**src/rtl/mem_access_unit.sv**
```systemverilog
`default_nettype none
// ============================================================================
// Module   : mem_access_unit
// Brief    : Load/store front end with a merging store buffer ahead of datamem.
// Revision : 1.0 - initial release
// ============================================================================
module mem_access_unit #(
  parameter int SB_DEPTH = 4,
  parameter int AW       = 8,
  parameter int DW       = 8
) (
  input  logic                        clk,
  input  logic                        rst,
  input  logic                        req_valid,
  output logic                        req_ready,
  input  logic                        req_we,
  input  logic [AW-1:0]               req_addr,
  input  logic [DW-1:0]               req_wdata,
  output logic                        resp_valid,
  output logic [DW-1:0]               resp_data,
  output logic                        mem_en,
  output logic [AW-1:0]               mem_write_addr,
  output logic [DW-1:0]               mem_write_data,
  output logic [AW-1:0]               mem_read_addr,
  input  logic [DW-1:0]               mem_read_data,
  output logic                        sb_empty,
  output logic [$clog2(SB_DEPTH):0]   sb_count
);

  localparam int PW = $clog2(SB_DEPTH);
  localparam int CW = PW + 1;
  localparam logic [CW-1:0] c_depth   = CW'(SB_DEPTH);
  localparam logic [CW-1:0] c_cnt_one = CW'(1);
  localparam logic [PW-1:0] c_ptr_one = PW'(1);

  logic [AW-1:0]       r_addr [SB_DEPTH];
  logic [DW-1:0]       r_data [SB_DEPTH];
  logic [SB_DEPTH-1:0] r_valid;
  logic [PW-1:0]       r_head;
  logic [PW-1:0]       r_tail;
  logic [CW-1:0]       r_count;
  logic                r_resp_valid;
  logic [DW-1:0]       r_resp_data;

  logic                w_hit;
  logic [PW-1:0]       w_hit_idx;
  logic                w_full;
  logic                w_empty;
  logic                w_accept;
  logic                w_drain;
  logic                w_enq;
  logic [DW-1:0]       w_load_data;

  // At most one valid entry can hold a given address, so the last hit wins trivially.
  always_comb begin
    w_hit     = 1'b0;
    w_hit_idx = '0;
    for (int i = 0; i < SB_DEPTH; i++) begin
      if (r_valid[i] && (r_addr[i] == req_addr)) begin
        w_hit     = 1'b1;
        w_hit_idx = PW'(i);
      end
    end
  end

  assign w_full      = (r_count == c_depth);
  assign w_empty     = (r_count == '0);
  assign req_ready   = !req_we || !w_full || w_hit;
  assign w_accept    = req_valid && req_ready;
  assign w_enq       = w_accept && req_we && !w_hit;
  // Requests own the cycle; the buffer only drains when nothing was accepted.
  assign w_drain     = !w_accept && !w_empty;
  assign w_load_data = w_hit ? r_data[w_hit_idx] : mem_read_data;

  assign mem_en         = w_drain;
  assign mem_write_addr = w_empty ? '0 : r_addr[r_head];
  assign mem_write_data = w_empty ? '0 : r_data[r_head];
  assign mem_read_addr  = req_addr;

  assign resp_valid = r_resp_valid;
  assign resp_data  = r_resp_data;
  assign sb_count   = r_count;
  assign sb_empty   = w_empty;

  always_ff @(posedge clk or posedge rst) begin
    if (rst) begin
      for (int i = 0; i < SB_DEPTH; i++) begin
        r_addr[i] <= '0;
        r_data[i] <= '0;
      end
      r_valid      <= '0;
      r_head       <= '0;
      r_tail       <= '0;
      r_count      <= '0;
      r_resp_valid <= 1'b0;
      r_resp_data  <= '0;
    end else begin
      if (w_accept && req_we) begin
        if (w_hit) begin
          r_data[w_hit_idx] <= req_wdata;
        end else begin
          r_addr[r_tail]  <= req_addr;
          r_data[r_tail]  <= req_wdata;
          r_valid[r_tail] <= 1'b1;
          r_tail          <= r_tail + c_ptr_one;
        end
      end
      if (w_drain) begin
        r_valid[r_head] <= 1'b0;
        r_head          <= r_head + c_ptr_one;
      end
      if (w_enq) begin
        r_count <= r_count + c_cnt_one;
      end else if (w_drain) begin
        r_count <= r_count - c_cnt_one;
      end
      r_resp_valid <= w_accept && !req_we;
      if (w_accept && !req_we) begin
        r_resp_data <= w_load_data;
      end
    end
  end

endmodule
`default_nettype wire

```
**config.mk**
```make
export PLATFORM = sky130hd
export DESIGN_NAME = mem_access_unit
export DESIGN_NICKNAME = d
export VERILOG_FILES = /design/src/rtl/mem_access_unit.sv
export SDC_FILE = /design/constraint.sdc
export NUM_CORES = 1
export LEC_CHECK = 0
export CORE_MARGIN = 2
export CORE_UTILIZATION = 41
export DETAILED_ROUTE_END_ITERATION = 8
export GPL_TIMING_DRIVEN = 0
export PLACE_DENSITY = 0.72
export SLEW_MARGIN = 5
export SYNTH_ARGS = -nofsm -noshare
export SYNTH_HDL_FRONTEND = slang
export SYNTH_SLANG_ARGS = --single-unit
```
**constraint.sdc**
```tcl
create_clock -name clk -period 3 [get_ports clk]
set_input_delay 0.3 -clock clk [delete_from_list [all_inputs] [get_ports clk]]
set_output_delay 0.3 -clock clk [all_outputs]
set_load 0.01 [all_outputs]
```
# Word level (Yosys, flattened, before mapping)
# Index checks and enable logic that the tools add are counted.
# word_totals
romBits	0
input_bits	28
ramBits	0
regBits	84
out_inout_bits	39
word_cells	98
latch_bits	0
memories	0
# classes
bitwise	7
magnitude_cmp	9
shifts	0
muxes	36
addsub	4
n_eq_ne	5
n_mul	0
n_reduce_logical	23
div	0
# op_table
operator	count
bitwise mux 32 bit	3
2-to-1 mux 8 bit	11
binary-select mux 8 bit (select 2 bit)	3
demux 8 bit (select 2 bit)	2
== test 8 bit	4
2-to-1 mux 32 bit	1
logical AND 1 bit	13
2-to-1 mux 4 bit	3
greater-or-equal comparator 3 bit (second input constant)	3
NOT 2 -> 3 bit	3
2-to-1 mux 1 bit	7
< comparator 2 x 3 -> 1 bit (second input constant)	2
< comparator 3 x 1 -> 1 bit (second input constant)	2
2-to-1 mux 3 bit	2
zero test 1 bit	5
adder 2 x 1 -> 2 bit (second input constant)	2
bitwise AND 4 bit	1
demux 1 bit (select 2 bit)	2
greater-or-equal comparator 2 x 1 -> 1 bit (second input constant)	2
2-to-1 mux 2 bit	2
NOT 4 bit	1
bitwise OR 4 bit	1
adder 3 x 1 -> 3 bit (second input constant)	1
== test 3 bit (second input constant)	1
other kinds (6)	7

# Longest topological paths before layout
# depth
word_depth	12
ltp_mapped	15

# Worst setup path before layout
# OpenSTA, ideal clock, no wires.
# synth_timing
path_kind	in2reg
from	input port req_addr[0]
to	register r_count[2], in the netlist sb_count[2]
setup_time_ps	135
arrival_ps	2367
cell_stages	15
path_slack_ps	498
path_cell_list	buf_4 -> xnor2_1 -> nand4_1 -> nor3_1 -> nor2_2 -> nand2_1 -> nor3_2 -> xnor2_1 -> ha_1 -> nor4_1 -> a21oi_1 -> nor2_1 -> a21oi_1 -> o21a_1 -> o211ai_1
# synth_via
elab_chain_cells	11
elab_cells_between_ends	21
classes_between	4 x eq/ne; 5 x mux; 12 x reduce/logical
# synth_rtl
item	line_no	source
start: declaration	17	input logic [AW-1:0] req_addr,
== test 8 bit	59	if (r_valid[i] && (r_addr[i] == req_addr)) begin
logical AND 1 bit	59	
2-to-1 mux 1 bit (3 in a row)	59	
2-to-1 mux 1 bit (*)	59	
logical OR 1 bit	68	assign req_ready = !req_we || !w_full || w_hit;
logical AND 1 bit	69	assign w_accept = req_valid && req_ready;
logical AND 1 bit or zero test 1 bit (tied branches)	70, 72	
logical AND 1 bit, on equally long branches	70, 72	
2-to-1 mux 3 bit or nonzero test 2 bit (tied branches)	-	
end signal: assignment	113	r_count <= r_count + c_cnt_one;
end signal: assignment	115	r_count <= r_count - c_cnt_one;
end: declaration	41	logic [CW-1:0] r_count;
# Mark *: on every way between the ends. The rest lies on a longest branch, timed or not.
# A chain may end at the register's enable or synchronous reset.

# Final worst setup path
# layout_timing
from	register r_addr[3] in the netlist's numbering
to	output port req_ready
# layout_via
elab_chain_cells	4
# layout_rtl
item	line_no	source
start: declaration	36	logic [AW-1:0] r_addr [SB_DEPTH];
start signal: indexed assignment	102	r_addr[r_tail] <= req_addr;
== test 8 bit	59	
logical AND 1 bit	59	
2-to-1 mux 1 bit	59	
logical OR 1 bit	68	
end: declaration	15	output logic req_ready,
# No other way between the ends.

==> impl_metrics.toml <==
[timing]
fin_skew_ns = 0.00803
slew_violations = 0
worst_pin_slew_ns = 0.576
relSlewSlack_pct = 61.5
fmax_ghz = 0.342
final_hold_viol_count = 0
rsz0062_at_grt = "true"
finalCriticalPeriod_ns = 2.92
setup_viol = 0
finalCritPeriodShare_pct = 97.4

[synth]
synthArstFlopShare_pct = 100
synth_warnings = 0
yosysTopAreaCell = "dfrtp_1"
synth_top_area_share_pct = 43.2
synth_edf_count = 0
synth.area.top_cells = "dfrtp_1, mux2_2, mux4_2"
synth_area_per_cell_um2 = 12.5
synthesis.nets = 427
ys_types = 52
ys_ff_latch = 84
ys.flop_type = "dfrtp_1"
synth_cells = 390
synth.most_common_cell = "dfrtp_1"
seq_area_frac_synth_pct = 43.2
syn_area_um2 = 4860
synth_top_cells_by_count = "dfrtp_1, mux2_2, xnor2_1, nand2_1, nor2b_1"

[power]
seq_power_share_pct = 33.7
power_density_nw_per_um2 = 1040
clkPwrFrac_pct = 18.6
power_switching_mw = 2.22
p_total_mw = 6.28
power_frac_comb_pct = 47.7
p_int_mw = 4.07
leakagePower_nw = 2.48
p_sw_share_pct = 35.3
ir_worst_vdd_mv = 0.397

[status]
status = "complete, but fails checks"
failed_checks = "design-rule violations"

[clock_tree]
cts_tree = "yes"
clk_latency_ns = 0.35
cts.sinks = 84
clkTransAtPathRegs_ns = 0.06
clock_path_buffers = 2
numCtsBuffers = 9
root_buffer = "clkbuf_16"
cts_hold_buf = 0
htree_levels = 3

[floorplanning]
dieArea_um2 = 12700
fp.dieH_um = 113
ioPinCount = 67
start_util_pct = 42.2
rows = 39
die_x_um = 113
core-area_um2 = 11500

[min_path]
hold_path.class = "in2reg"
worstHoldEndpoint = "r_addr[15]"
worst_hold_path.num_cells = 2
min-delay-start = "req_addr[7]"

[placement]
placed_cell_area_um2 = 5650
port_buffers = 57
dp_hpwl_um = 8190
gp_congestion = 0.865

[final_layout]
antenna_cells = 0
fillers = 979
area_delta_synth_final_pct = 23.9
fin_area_um2 = 6020
drive_gt1_share_pct = 34.1
fin_nets = 498

[setup_path]
required_ns = 2.70
critPathArrivalTime_ns = 2.62
reg2reg_depth = 14
start_kind = "flip-flop"
timing.rr.start = "r_addr[3]"
crit_path_end_kind = "primary output"
crit_fanout = 4
critPathKind = "reg2out"
timing.rr.end = "sb_count[2]"
r2r_slack_ns = 0.14

[global_route]
grt_pass1_wl_um = 18500
antenna_found_initial = 0
grt_max_degree = 67
grt_pass1_vias = 3519
grt_overflow = 0
track_usage_pct = 18.7

[routing]
drt-pass1-iter-count = 7
drc = 5
drtIter0Drc = 272
via_per_inst = 5.58
detail-route-antenna-nets = 0
vias = 3398
wl_per_cell_um = 18.9
routed_wl_um = 11500

[run]
drv_cap = 0
repair_timing:
item | in CTS | in global routing
pin swaps | 1 | 3
setup buffers | 1 | 1
endpoints found under the setup margin | 12 | 10
gates cloned | 0 | 0
gates resized for setup | 6 | 9
routing by layer:
metal | global-route usage (%) | part of all wire [%] | vias up
met1 | 24.5 | 43 | 1731
li1 | - | - | 1547
met5 | 0 | 0 | -
met3 | 3.37 | 4.5 | 16
met2 | 30.6 | 50 | 104
met4 | 7.72 | 1.8 | 0
sequential cells by signal, summed over array words and instances (netlist names):
register / count
r_head: 2
sb_count: 3
resp_valid: 1
resp_data: 8
r_tail: 2
r_data: 32
r_valid: 4
r_addr: 32
worst max path at each step:
stage	from	endpoint	slack, ns	cells after the start
after CTS	r_addr[6]	mem_en	0.004	8
after global placement	rst	r_addr[2]	-0.77	2
after floorplan	req_addr[0]	sb_count[2]	0.50	15
after global routing	r_addr[3]	sb_count[2]	-0.11	14
after detailed placement	req_addr[4]	sb_count[2]	-0.07	15
final	r_addr[3]	req_ready	0.08	7
cells by family after synthesis:
group           synth area share, %
flops                          43.2
fa+ha+maj                      2.32
simple gates                   11.6
mux                            23.3
buf+inv                        5.15
compound gates                 7.95
xor+xnor                       6.48
power by group through the flow:
stage,clock network [mW],logic [mW],registers [mW]
3_3_place_gp,0,2.88,2.07
6_report,1.17,3.00,2.12
4_1_cts,1.19,3.00,2.10
2_1_floorplan,0,1.98,2.01
5_1_grt,1.23,3.23,2.18
3_5_place_dp,0,2.95,2.11
critical path: stages, from the launching register on:
cell             delay [ns]
dfrtp_1                0.42
xnor2_2                0.21
nand4_1                0.24
nor4_4                 0.47
nor2_4                 0.10
and2_4                 0.20
nand3_1                0.09
clkdlybuf4s50_1        0.54
cells in the final DEF (no fill, tap or decap), drive strengths merged, types with 9 or more instances in the layout:
cell           instances
nor2                  16
dfrtp                 84
inv                   14
nor2b                 17
buf                   29
mux4                  16
xnor2                 35
nand3                 12
mux2                  66
ha                     9
nand4                 10
clkbuf                18
nand2                 18
clkdlybuf4s50         56
area by class of cell:
type	instances	area, um2	share of cell area [%]
plain buffers	35	220	3.66
clock buffers	9	225	3.74
clock inverters	7	90.1	1.50
inverters	10	40.0	0.665
multi-input cells	261	2550	42.4
flip-flops and latches	84	2100	34.9
well taps	143	179	2.97
repair buffers	60	616	10.2
stage by stage:
stage               hold WS (ns)  util [%]  TNS [ns]  setup slack, ns  instances
global placement           0.469      48.7    -64.66           -0.766        590
finish                     0.240      52.3         0           0.0777        609
global route               0.249      52.3    -0.107           -0.107        609
CTS                        0.228      52.0         0          0.00361        608
detailed placement         0.471      49.0   -0.0731          -0.0731        591
floorplan                  0.450         -         0            0.498        390
No activity file was read; power rests on OpenSTA's default activity.
